[src/rtl/spas_skid_2_h.sv]
// Two-entry registered skid buffer: out_data, out_valid, in_ready and count
// all come straight from flops, so out_ready never reaches in_ready combinationally.
module spas_skid_2_h #(
  parameter int unsigned      WIDTH    = 32,
  parameter logic [WIDTH-1:0] RST_DATA = '0
) (
  input  logic             clk,
  input  logic             reset,
  input  logic             in_valid,
  input  logic [WIDTH-1:0] in_data,
  output logic             in_ready,
  output logic             out_valid,
  output logic [WIDTH-1:0] out_data,
  input  logic             out_ready,
  input  logic             flush,
  output logic [1:0]       count
);

  typedef enum logic [1:0] {
    EMPTY = 2'd0,
    ONE   = 2'd1,
    FULL  = 2'd2
  } occ_t;

  occ_t             occ, occ_n;
  logic [WIDTH-1:0] main_q, skid_q;
  logic             push, pop;
  logic             main_ld, main_from_skid, skid_ld;

  assign push      = in_valid & in_ready;
  assign pop       = out_valid & out_ready;
  assign out_data  = main_q;
  assign count     = occ;

  always_comb begin
    occ_n          = occ;
    main_ld        = 1'b0;
    main_from_skid = 1'b0;
    skid_ld        = 1'b0;
    unique case (occ)
      EMPTY: begin
        if (push) begin
          main_ld = 1'b1;
          occ_n   = ONE;
        end
      end
      ONE: begin
        if (push && pop) begin
          main_ld = 1'b1;
        end else if (push) begin
          skid_ld = 1'b1;
          occ_n   = FULL;
        end else if (pop) begin
          occ_n   = EMPTY;
        end
      end
      FULL: begin
        if (pop) begin
          main_ld        = 1'b1;
          main_from_skid = 1'b1;
          occ_n          = ONE;
        end
      end
      default: occ_n = EMPTY;
    endcase
    // Flush kills occupancy only; data flops keep their contents.
    if (flush) begin
      occ_n   = EMPTY;
      main_ld = 1'b0;
      skid_ld = 1'b0;
    end
  end

  // in_ready doubles as the rdy_en flop: cleared by reset, first set on the
  // edge after release, so nothing is accepted in the first post-reset cycle.
  always_ff @(posedge clk or posedge reset) begin
    if (reset) begin
      occ       <= EMPTY;
      out_valid <= 1'b0;
      in_ready  <= 1'b0;
      main_q    <= RST_DATA;
      skid_q    <= RST_DATA;
    end else begin
      occ       <= occ_n;
      out_valid <= (occ_n != EMPTY);
      in_ready  <= (occ_n != FULL);
      if (main_ld) main_q <= main_from_skid ? skid_q : in_data;
      if (skid_ld) skid_q <= in_data;
    end
  end

  count_legal: assert property (@(posedge clk) disable iff (reset) count != 2'd3);

endmodule

[config.mk]
export PLATFORM = sky130hd
export DESIGN_NAME = spas_skid_2_h
export DESIGN_NICKNAME = d
export VERILOG_FILES = /design/src/rtl/spas_skid_2_h.sv
export SDC_FILE = /design/constraint.sdc
export NUM_CORES = 1
export LEC_CHECK = 0
export ABC_AREA = 1
export BUFFER_PORTS_ARGS = -buffer_cell sky130_fd_sc_hd__buf_4
export CELL_PAD_IN_SITES_DETAIL_PLACEMENT = 0
export CELL_PAD_IN_SITES_GLOBAL_PLACEMENT = 1
export CORE_ASPECT_RATIO = 1.25
export CORE_UTILIZATION = 40
export CTS_BUF_LIST = sky130_fd_sc_hd__clkbuf_4 sky130_fd_sc_hd__clkbuf_8
export DETAILED_ROUTE_END_ITERATION = 6
export PLACE_DENSITY_LB_ADDON = 0.1
export SYNTH_ARGS = -nofsm -noshare
export SYNTH_HDL_FRONTEND = slang
export SYNTH_SLANG_ARGS = --single-unit
[constraint.sdc]
create_clock -name clk -period 2 [get_ports clk]
set_input_delay 0.1 -clock clk [delete_from_list [all_inputs] [get_ports clk]]
set_output_delay 0.1 -clock clk [all_outputs]
set_load 0.005 [all_outputs]
==> results.cfg, run 1 <==
[detailed_routing]
drc = 0
via_per_inst = 4.58
num_vias = 2738
ant_nets = 0
routed_wl_um = 7660
dr.pass1.iters = 6
wl_per_cell_um = 12.8
drtIter0Drc = 151

[grt]
grt_pass1_vias = 2768
grt_max_degree = 69
antenna_found_initial = 0
grt.total_usage_pct = 21.3
grt_pass1_wl_um = 13200
grt_overflow = 0

[pwr]
leakagePower_uw = 0.00238
vdd_drop_max_mv = 0.552
p_total_uw = 4440
power_density_nw_per_um2 = 1060

[clock_tree]
numCtsBuffers = 9
post_cts_resized = 0
postCtsSetupRepairBufs = 0
htree_levels = 3
numClockSinks = 68
cts.root.buffer_cell = clkbuf_8
clockBufferDepth = 2
clk_pin_slew_worst_paths_ps = 80
insertion_delay_ps = 350
tritoncts = yes
ctsHoldBuffers = 21

[worst_setup_path]
critical_path.startpoint_type = flip-flop
worstPathCellList = nand2_2 -> nor2_8 -> nand2_4 -> nand2_1 -> nand2_1
crit_type = reg2reg
cp_common_cell = nand2_1
worstPathRequired_ps = 2240
cp_max_fo = 32
critPathMaxStageDelay_ps = 530
endpoint_kind = flip-flop
critPathBufInv = 0
critical-path-slowest-cell = dfrtp_1
cp.arrival_ps = 1810
crit_family = simple AND/OR/NAND/NOR gates

[logic_synthesis]
synth_nets = 445
syn-mean-instance-area_sq_um = 7.78
yosysWarnings = 0
synth_cells = 408
ys_seq_area_share_pct = 53.6
synth-seq-cells = 68
synthDistinctLibCells = 16
syn_area_sq_um = 3170

[place]
numPortBuffers = 72
hpwl_um = 4870
gp_congestion = 0.752
dp_worst_setup_slack_ps = 431

[cells_and_area]
n_antenna_cell = 0
final_common_cell = nand2_1
layout_common_cells = nand2_1, buf_4, dfrtp_1, nand3_1, dlygate4sd3_1
fin_nets = 538
syn2layout_area_growth_pct = 31.7
fillerInstances = 745
multi_input_area_sq_um = 1280
drive_gt1_share_pct = 22.3
seq_area_sq_um = 1700

[timing]
fin_setup_tns_ps = 0
rsz0062_at_grt = no
clock_skew_ps = 9.62
setup_viol = 0
layout_setup_ws_ps = 429
fmax_mhz = 637
tightest_slew_ps = 386
hold_viol_final = 0
relSlewSlack_pct = 74.3
report.final.slew_viol_count = 0
fin_crit_sh_pct = 78.6
period_minus_slack_ps = 1570

[die]
die_y_um = 102
io_pins = 73
rows = 35
die_x_um = 81.7
initial_utilization_pct = 42.1
dieArea_sq_um = 8300
core_area_sq_um = 7530

[run_status]
outcome = finished clean

[run]
maxCapViolCount = 0

[min_path]
hp-class = in2reg
area by class of cell:
cell class	count	share of cell area (%)
Sequential cell	68	40.7
Multi-Input combinational cell	313	30.7
Timing Repair Buffer	103	20.1
Clock buffer	11	3.47
Tap cell	92	2.75
Clock inverter	5	1.80
Inverter	6	0.539
routing by layer:
layer / track usage [%] / up-vias / share of wire, %
met5: 0 / - / 0
met4: 9.31 / 0 / 1.6
met3: 3.51 / 10 / 3.3
met2: 35.0 / 56 / 48
met1: 27.3 / 1239 / 47
li1: - / 1433 / -
stage by stage:
| stage | hold WS [ps] | instance area, sq um | instances | util, % |
|---|---|---|---|---|
| final | 9.83 | 4180 | 598 | 55.5 |
| after global routing | 6.19 | 4180 | 598 | 55.5 |
| after CTS | 0.822 | 4180 | 598 | 55.5 |
| after detailed placement | 221 | 3750 | 561 | 49.8 |
| after global placement | 218 | 3750 | 561 | 49.8 |
| after floorplan | 245 | 3170 | 408 | - |
Yosys cell counts:
library cell | instances | area, sq um
a21oi_1 | 1 | 5.00
buf_2 | 9 | 45.0
buf_4 | 3 | 22.5
buf_6 | 9 | 101
dfrtp_1 | 68 | 1700
inv_1 | 4 | 15.0
inv_2 | 2 | 7.51
nand2_1 | 260 | 976
nand2_2 | 5 | 31.3
nand2_4 | 2 | 22.5
nand3_1 | 36 | 180
nor2_1 | 3 | 11.3
nor2_2 | 3 | 18.8
nor2_4 | 1 | 11.3
nor2_8 | 1 | 20.0
o21ai_0 | 1 | 5.00
path summary, 6_finish.rpt:
check | start | to | slack, ps | depth (start not counted)
max in group asynchronous | reset | skid_q[8] | 1300 | 4
min reg2reg | skid_q[16] | skid_q[16] | 470 | 2
min in group asynchronous | reset | out_data[23] | 390 | 4
max reg2reg | count[0] | skid_q[17] | 430 | 5
max | count[0] | skid_q[17] | 430 | 5
min | in_data[31] | skid_q[31] | 10 | 3
power breakdown:
group	switching [uW]	internal, uW
sequential	261	1850
combinational	515	544
clock	525	744
total	1300	3140
worst register-to-register path, delay by kind of cell (launching register included):
| family | cells | cell delay (ps) |
|---|---|---|
| flops | 1 | 530 |
| simple gates | 5 | 930 |
cell families after synthesis:
kind of cell / count (synthesis) / share of synthesized area, %
and+or+nand+nor: 311 / 40.0
DFF: 68 / 53.6
buffers and inverters: 27 / 6.03
AOI/OAI and AO/OA: 2 / 0.315
flip-flops by register name, indices dropped and copies added, names as in the netlist:
register / count
skid_q: 32
in_ready: 1
count: 2
out_valid: 1
out_data: 32
(Power assumes the default switching activity.)
==> inputs of run 2 (changes only) <==
- clock period: 2 -> 1.6 ns (I/O delays scaled with it)
==> results.cfg, run 2 (synthesis results as in run 1) <==
[run_status]
outcome = finished clean

[detailed_routing]
num_vias = 2888
wl_met1_um = 3510
route.met2.wl_um = 3900
wl_per_cell_um = 12.8
top_layer = met4
wl_met3_um = 287
dr.pass1.iters = 4
drtIter0Drc = 178
routed_wl_um = 7830
drc = 0
ant_nets = 0
via_per_inst = 4.71

[timing]
fmax_mhz = 707
setup_viol = 0
tightest_slew_ps = 402
fin_setup_tns_ps = 0
fin_crit_sh_pct = 88.4
whs_ps = 73.3
report.final.slew_viol_count = 0
relSlewSlack_pct = 73.2
rsz0062_at_grt = no
hold_viol_final = 0
period_minus_slack_ps = 1420
clock_skew_ps = 7.73

[min_path]
hp-class = in2reg

[pwr]
switchingPower_uw = 1650
leakagePower_uw = 0.00241
vdd_drop_max_mv = 0.755
p_seq_share_pct = 48.4
power_density_nw_per_um2 = 1260
power.share.combinational_pct = 25.3
switching_share_pct = 30.4
pwr-share-clk_pct = 26.3
internal_power_uw = 3780

[clock_tree]
insertion_delay_ps = 340
numCtsBuffers = 9
cts.root.buffer_cell = clkbuf_8
numClockSinks = 68
htree_levels = 3
clk_pin_slew_worst_paths_ps = 70
tritoncts = yes
clockBufferDepth = 2

[grt]
grt_max_degree = 69
grt_pass1_vias = 2710
grt_pass1_wl_um = 13000
grt.total_usage_pct = 21.0
antenna_found_initial = 0
grt_overflow = 0

[cells_and_area]
drive_gt1_share_pct = 22.3
final_common_cell = nand2_1
n_antenna_cell = 0
syn2layout_area_growth_pct = 36.2
layout_common_cells = nand2_1, buf_4, dfrtp_1, nand3_1, dlygate4sd3_1
fin_nets = 553
final_core_util_pct = 57.4

[die]
io_pins = 73
initial_utilization_pct = 42.1
rows = 35
core_area_sq_um = 7530
die_y_um = 102
die_x_um = 81.7
dieArea_sq_um = 8300

[worst_setup_path]
crit_type = reg2reg
worstPathRequired_ps = 1830
critical_path.startpoint_type = flip-flop
endpoint_kind = flip-flop
cp_max_fo = 34
cp.arrival_ps = 1650

[place]
hpwl_um = 4740
numPortBuffers = 72
gp_congestion = 0.741

[run]
maxCapViolCount = 0
-- run 2: timing repair --
action | in CTS | in global routing
gates resized for setup | 0 | 2
endpoints found under the hold margin | 100 | 0
hold buffers | 33 | 0
setup buffers | 0 | 0
endpoints found under the setup margin | 0 | 15
-- run 2: critical path, cell delays in order (launching register included) --
cell     delay [ps]
dfrtp_1         480
a21oi_1         400
nand2_8         230
nand2_1         130
nand2_1          50
-- run 2: path summary, 6_finish.rpt --
kind	depth (start not counted)	slack [ps]	from	to
hold / removal	4	70	flush	count[0]
max in group asynchronous	4	900	reset	skid_q[24]
setup reg to reg	4	180	count[0]	out_data[24]
hold reg to reg	2	470	skid_q[29]	skid_q[29]
setup / recovery	4	180	count[0]	out_data[24]
min in group asynchronous	4	380	reset	out_data[9]
-- run 2: power groups by stage --
stage	Clock [uW]	Sequential (uW)	Combinational (uW)
detailed placement	0	2650	1330
global placement	0	2640	1300
finish	1430	2630	1380
CTS	1480	2630	1390
floorplan	0	2630	710
global route	1550	2710	1590
-- run 2: metal layers --
| layer | GRT usage, % | vias to the layer above |
|---|---|---|
| met2 | 34.2 | 68 |
| met5 | 0 | - |
| met3 | 3.69 | 11 |
| li1 | - | 1467 |
| met4 | 9.85 | 0 |
| met1 | 27.0 | 1342 |
-- run 2: area by class of cell --
class,instances,area [sq um]
clock buffers,10,138
clock inverters,6,63.8
fillers,734,3210
inverters,6,26.3
multi-input cells,313,1300
flip-flops and latches,68,1700
well taps,92,115
repair buffers,118,981
-- run 2: metrics by stage --
step | area, sq um | total power (uW) | cells | setup WS, ps
floorplan | 3180 | 3340 | 408 | 392
global placement | 3770 | 3940 | 564 | 143
detailed placement | 3770 | 3980 | 564 | 104
CTS | 4310 | 5500 | 613 | 101
global route | 4320 | 5850 | 613 | 39.8
finish | 4320 | 5430 | 613 | 185
